[src/rtl/edge_bus_arbiter.sv]
// Two-channel (Neighbor-ID / FV) SRAM read-port arbiter for the Edge PE array.
// Build option: define ARB_FIXED_PRIO_EN for lowest-index-wins priority instead of round-robin.
module edge_bus_arbiter #(
  parameter int NUM_PE    = 4,
  parameter int NODE_ID_W = 7,
  parameter int TAG_W     = $clog2(NUM_PE)
) (
  input  logic                          clk,
  input  logic                          reset,
  input  logic [NUM_PE-1:0]             pe_req,
  input  logic [2*NUM_PE-1:0]           pe_req_type,
  input  logic [NODE_ID_W*NUM_PE-1:0]   pe_node_id,
  output logic [NUM_PE-1:0]             pe_grant,
  output logic                          nb_req_valid,
  output logic [NODE_ID_W-1:0]          nb_req_node_id,
  output logic [TAG_W-1:0]              nb_req_pe_tag,
  input  logic                          nb_eos,
  output logic                          fv_req_valid,
  output logic [NODE_ID_W-1:0]          fv_req_node_id,
  output logic [TAG_W-1:0]              fv_req_pe_tag,
  input  logic                          fv_eos,
  output logic                          nb_busy,
  output logic                          fv_busy
);

  localparam int NUM_CH = 2;
  localparam int CH_NB  = 0;
  localparam int CH_FV  = 1;

  typedef enum logic {
    ST_IDLE = 1'b0,
    ST_BUSY = 1'b1
  } state_t;

  // First eligible index scanning upward from start, wrapping at NUM_PE; MSB flags a hit.
  function automatic logic [TAG_W:0] pick_winner(input logic [NUM_PE-1:0] elig,
                                                 input logic [TAG_W-1:0]  start);
    logic             found;
    logic [TAG_W-1:0] idx;
    int               j;
    found = 1'b0;
    idx   = {TAG_W{1'b0}};
    for (int k = 0; k < NUM_PE; k++) begin
      j = int'(start) + k;
      if (j >= NUM_PE) begin
        j = j - NUM_PE;
      end
      if (!found && elig[j]) begin
        found = 1'b1;
        idx   = TAG_W'(j);
      end
    end
    return {found, idx};
  endfunction

  function automatic logic [TAG_W-1:0] next_ptr(input logic [TAG_W-1:0] w);
    if (w == TAG_W'(NUM_PE - 1)) begin
      return {TAG_W{1'b0}};
    end else begin
      return w + TAG_W'(1);
    end
  endfunction

  state_t                 state_r      [NUM_CH];
  state_t                 state_next_s [NUM_CH];
  logic [TAG_W-1:0]       rr_r         [NUM_CH];
  logic [TAG_W-1:0]       rr_next_s    [NUM_CH];
  logic [NUM_PE-1:0]      elig_s       [NUM_CH];
  logic [TAG_W-1:0]       start_s      [NUM_CH];
  logic                   win_found_s  [NUM_CH];
  logic [TAG_W-1:0]       win_idx_s    [NUM_CH];
  logic [NODE_ID_W-1:0]   win_node_s   [NUM_CH];
  logic                   launch_s     [NUM_CH];
  logic [NUM_PE-1:0]      grant_ch_s   [NUM_CH];
  logic [NUM_CH-1:0]      eos_s;

  assign eos_s = {fv_eos, nb_eos};

  // Per-channel eligibility, winner selection and next-state; eos in BUSY only releases.
  always_comb begin
    for (int c = 0; c < NUM_CH; c++) begin
      elig_s[c]       = {NUM_PE{1'b0}};
      state_next_s[c] = state_r[c];
      rr_next_s[c]    = rr_r[c];
      launch_s[c]     = 1'b0;
      grant_ch_s[c]   = {NUM_PE{1'b0}};
      for (int i = 0; i < NUM_PE; i++) begin
        elig_s[c][i] = pe_req[i] && (pe_req_type[2*i +: 2] == 2'(c));
      end
`ifdef ARB_FIXED_PRIO_EN
      start_s[c] = {TAG_W{1'b0}};
`else
      start_s[c] = rr_r[c];
`endif
      {win_found_s[c], win_idx_s[c]} = pick_winner(elig_s[c], start_s[c]);
      win_node_s[c] = pe_node_id[int'(win_idx_s[c])*NODE_ID_W +: NODE_ID_W];
      case (state_r[c])
        ST_IDLE: begin
          if (win_found_s[c]) begin
            launch_s[c]                = 1'b1;
            grant_ch_s[c][win_idx_s[c]] = 1'b1;
            state_next_s[c]            = ST_BUSY;
`ifdef ARB_FIXED_PRIO_EN
            rr_next_s[c]               = {TAG_W{1'b0}};
`else
            rr_next_s[c]               = next_ptr(win_idx_s[c]);
`endif
          end else begin
            state_next_s[c] = ST_IDLE;
          end
        end
        ST_BUSY: begin
          if (eos_s[c]) begin
            state_next_s[c] = ST_IDLE;
          end else begin
            state_next_s[c] = ST_BUSY;
          end
        end
        default: begin
          state_next_s[c] = ST_IDLE;
        end
      endcase
    end
  end

  // State, pointers and all outputs are registered; command fields hold between launches.
  always_ff @(posedge clk) begin
    if (reset) begin
      for (int c = 0; c < NUM_CH; c++) begin
        state_r[c] <= ST_IDLE;
        rr_r[c]    <= {TAG_W{1'b0}};
      end
      pe_grant       <= {NUM_PE{1'b0}};
      nb_req_valid   <= 1'b0;
      nb_req_node_id <= {NODE_ID_W{1'b0}};
      nb_req_pe_tag  <= {TAG_W{1'b0}};
      fv_req_valid   <= 1'b0;
      fv_req_node_id <= {NODE_ID_W{1'b0}};
      fv_req_pe_tag  <= {TAG_W{1'b0}};
      nb_busy        <= 1'b0;
      fv_busy        <= 1'b0;
    end else begin
      for (int c = 0; c < NUM_CH; c++) begin
        state_r[c] <= state_next_s[c];
        rr_r[c]    <= rr_next_s[c];
      end
      pe_grant     <= grant_ch_s[CH_NB] | grant_ch_s[CH_FV];
      nb_req_valid <= launch_s[CH_NB];
      fv_req_valid <= launch_s[CH_FV];
      if (launch_s[CH_NB]) begin
        nb_req_node_id <= win_node_s[CH_NB];
        nb_req_pe_tag  <= win_idx_s[CH_NB];
      end
      if (launch_s[CH_FV]) begin
        fv_req_node_id <= win_node_s[CH_FV];
        fv_req_pe_tag  <= win_idx_s[CH_FV];
      end
      nb_busy <= (state_next_s[CH_NB] == ST_BUSY);
      fv_busy <= (state_next_s[CH_FV] == ST_BUSY);
    end
  end

endmodule

[config.mk]
export PLATFORM = sky130hd
export DESIGN_NAME = edge_bus_arbiter
export DESIGN_NICKNAME = d
export VERILOG_FILES = /design/src/rtl/edge_bus_arbiter.sv
export SDC_FILE = /design/constraint.sdc
export NUM_CORES = 1
export LEC_CHECK = 0
export CAP_MARGIN = 20
export CORE_MARGIN = 1.5
export CORE_UTILIZATION = 27
export CTS_BUF_LIST = sky130_fd_sc_hd__clkbuf_8
export CTS_CLUSTER_SIZE = 8
export DETAILED_ROUTE_END_ITERATION = 7
export SLEW_MARGIN = 10
export SYNTH_ARGS = -nofsm -noshare
export SYNTH_HDL_FRONTEND = slang
export SYNTH_SLANG_ARGS = --single-unit
[constraint.sdc]
create_clock -name clk -period 2.4 [get_ports clk]
set_clock_uncertainty 0.1 [all_clocks]
set_input_delay 0.48 -clock clk [delete_from_list [all_inputs] [get_ports clk]]
set_output_delay 0.48 -clock clk [all_outputs]
set_load 0.005 [all_outputs]
==> metrics <==
outcome finished, final reports clean; most frequent cells in the layout clkdlybuf4s50_1 (66), dfxtp_1 (30), buf_4 (24); worst hold path type reg2reg; Pre-antenna DRT Iters 4; final hold viol count 0; core area 6350 um^2; YS warnings 0; sw power 0.421 mW; Placed Cells about 350; Setup crit end kind flop; Worst Setup Slack post-DPL -342 ps; die area around 7000 um^2; Worst Tran Pin Value between 500 and 600 ps; final worst slack 46.9 ps; largest net degree at the start of global routing 17; Root Buffer Master clkbuf_8; EDFF count, synth 0; Crit Path Class in2reg; ys async rst share 0%; Worst-path clk slew approximately 70 ps; Top delay family on crit path buffers and inverters; post-detail-place hpwl 3920 um; TritonCTS buffer count 5; RSZ-0062 raised after global routing true; fin crit period approximately 2400 ps; post-synth top area share 34.0%; routed vias between 1500 and 2000; dominant cell type by area after synthesis dfxtp_1; Comb power frac between 20% and 30%; row cnt 29; CTS tree built; Vias/cell between 5 and 6; hold_buf cts 0; Final ANT Viol Nets 0; Setup TNS 0 ps; hold path start nb_req_pe_tag[0]$_SDFFE_PP0P_; Int Power ~1.1 mW; I/O Buffers 69; initial antenna violation count 0; H-tree Lvls 2; CP Data Arrival Time around 2400 ps; Max VDD drop roughly 0.5 mV; Slew Viols, Final 0; fin nets approximately 330; synth top area cells dfxtp_1 (34%), mux2i_1 (9.1%), nand3b_1 (4.7%), mux2_1 (4.5%), mux2_2 (4.5%); number of global-route vias before repair ~1800; Starting Density 27.8%; Cell variety after synth 38; GP Congestion approximately 0.83; final setup violation count 0; critical path launch point pe_req[3]; Worst slew margin 64.9%; register bit total from synthesis 30; DR WL/cell 15.2 um; Fillers about 620; Ant. Diodes 0; Seq/Total Area, Yosys 34.0%; DIE HEIGHT 83.9 um; clk buf depth 2; Lkg Pwr about 1.1 nW; pwr/cell area approximately 540 nW/um^2; IO Pins 70; Layout area overhead 62.7%; commonest non-fill, non-tap cell in the layout clkdlybuf4s50_1; Reg power frac roughly 37%; Tot GR Track Use between 10% and 20%; Overflow after GRT 0; clock group share of total power between 30% and 40%; Cell Area, Synth 1770 um^2; mean cell area of the mapped netlist 9.70 um^2; CP required between 2000 and 2500 ps; WP buf/inv 3; Iter 0 DRT Violations 26; Max Freq 425 MHz; post-synth net total 231; chip width 83.9 um; R2R Path Start rr_r[0][0]$_SDFFE_PP0P_; Worst path slowest cell clkdlybuf4s50_1; DRC 0; CP startpoint kind input pin; switching share of power 27.3%; period utilisation layout a little under 100%; clock latency on the worst-skew pair ~280 ps; Clock Sinks 30; Layout Cells excl Fill between 300 and 400; critical path cell sequence clkdlybuf4s50_1, or3b_4, a311o_2, inv_4, buf_12, mux2i_1, o221ai_1; Total Wirelength between 5000 and 6000 um; number of max-cap violations 0; Worst path max stage delay about 510 ps; top_reg_cell synth dfxtp_1; Worst Path Max Fanout 8; share of cells above drive strength 1 19.8%; synthesized netlist cell count approximately 180; first-pass GRT wire length 8460 um
==> logic make-up after synthesis <==
kind of cell	count (synthesis)	share of synthesized area [%]
and+or+nand+nor	64	22.9
AOI/OAI and AO/OA	41	17.9
muxes	30	18.0
DFF	30	34.0
buffers and inverters	12	3.69
adders and majority gates	5	3.54
==> registers in the layout, indices dropped and copies added (netlist names) <==
| register | count |
|---|---|
| nb_req_pe_tag | 2 |
| pe_grant | 4 |
| nb_req_node_id | 7 |
| fv_req_node_id | 7 |
| nb_req_valid | 1 |
| fv_busy | 1 |
| fv_req_pe_tag | 2 |
| state_r | 1 |
| rr_r | 4 |
| fv_req_valid | 1 |
==> metrics by stage <==
stage	area, um^2	hold WS (ps)	power (mW)	utilization [%]
2_1_floorplan	1770	353	0.775	-
3_3_place_gp	2730	348	1.03	42.9
3_5_place_dp	2730	358	1.03	42.9
4_1_cts	2830	368	1.54	44.6
5_1_grt	2870	389	1.63	45.2
6_report	2870	361	1.55	45.2
==> area by class of cell <==
class                   count  area (um^2)  area share [%]
clock inverters             3         40.0            1.39
clock buffers               5         68.8            2.40
flip-flops and latches     30          601            20.9
inverters                   4         17.5           0.610
repair buffers             96          932            32.4
multi-input cells         140         1120            38.9
well taps                  77         96.3            3.35
==> metal layers <==
metal	share of wire [%]	global-route usage, %
met5	0	0
met4	0.46	4.32
met3	3.6	3.46
met2	50	25.4
met1	46	18.9
==> timing repair <==
| action | in CTS | in global routing |
|---|---|---|
| cloned | 0 | 1 |
| setup buffers | 0 | 0 |
| pin swaps | 1 | 1 |
| setup endpoints to repair | 2 | 9 |
| gates resized for setup | 3 | 5 |
==> tightest hold or removal path, cell delays in order, from the launching register on <==
cell and delay [ps]:
dfxtp_1 310, nand2_1 50, a21oi_1 50
==> worst paths after layout <==
kind | to | slack, ps | cells past startpoint
max | nb_req_node_id[4]$_SDFFE_PP0P_ | 50 | 7
min | nb_req_pe_tag[0]$_SDFFE_PP0P_ | 360 | 2
max reg2reg | rr_r[0][0]$_SDFFE_PP0P_ | 260 | 7
min reg2reg | nb_req_pe_tag[0]$_SDFFE_PP0P_ | 360 | 2
==> power by group through the flow <==
stage	clock, mW	combinational (mW)	sequential (mW)
floorplan	0	0.192	0.583
global placement	0	0.441	0.586
detailed placement	0	0.447	0.585
CTS	0.521	0.448	0.574
global route	0.552	0.495	0.580
finish	0.514	0.457	0.574
==> synth_stat cells (all sizes together), types with 2 or more instances <==
master  count
o21ai       2
mux2i      16
a221o       7
a31oi       3
ha          5
nor4b       2
and3b       2
a21oi      12
nand3b     11
or3         4
or3b        2
dfxtp      30
nor3b      10
inv         4
mux2       14
o221ai      9
nand2      14
nand2b      4
clkbuf      4
a31o        2
nor2        9
buf         4
Note: power is estimated with default switching activity, not from simulation.
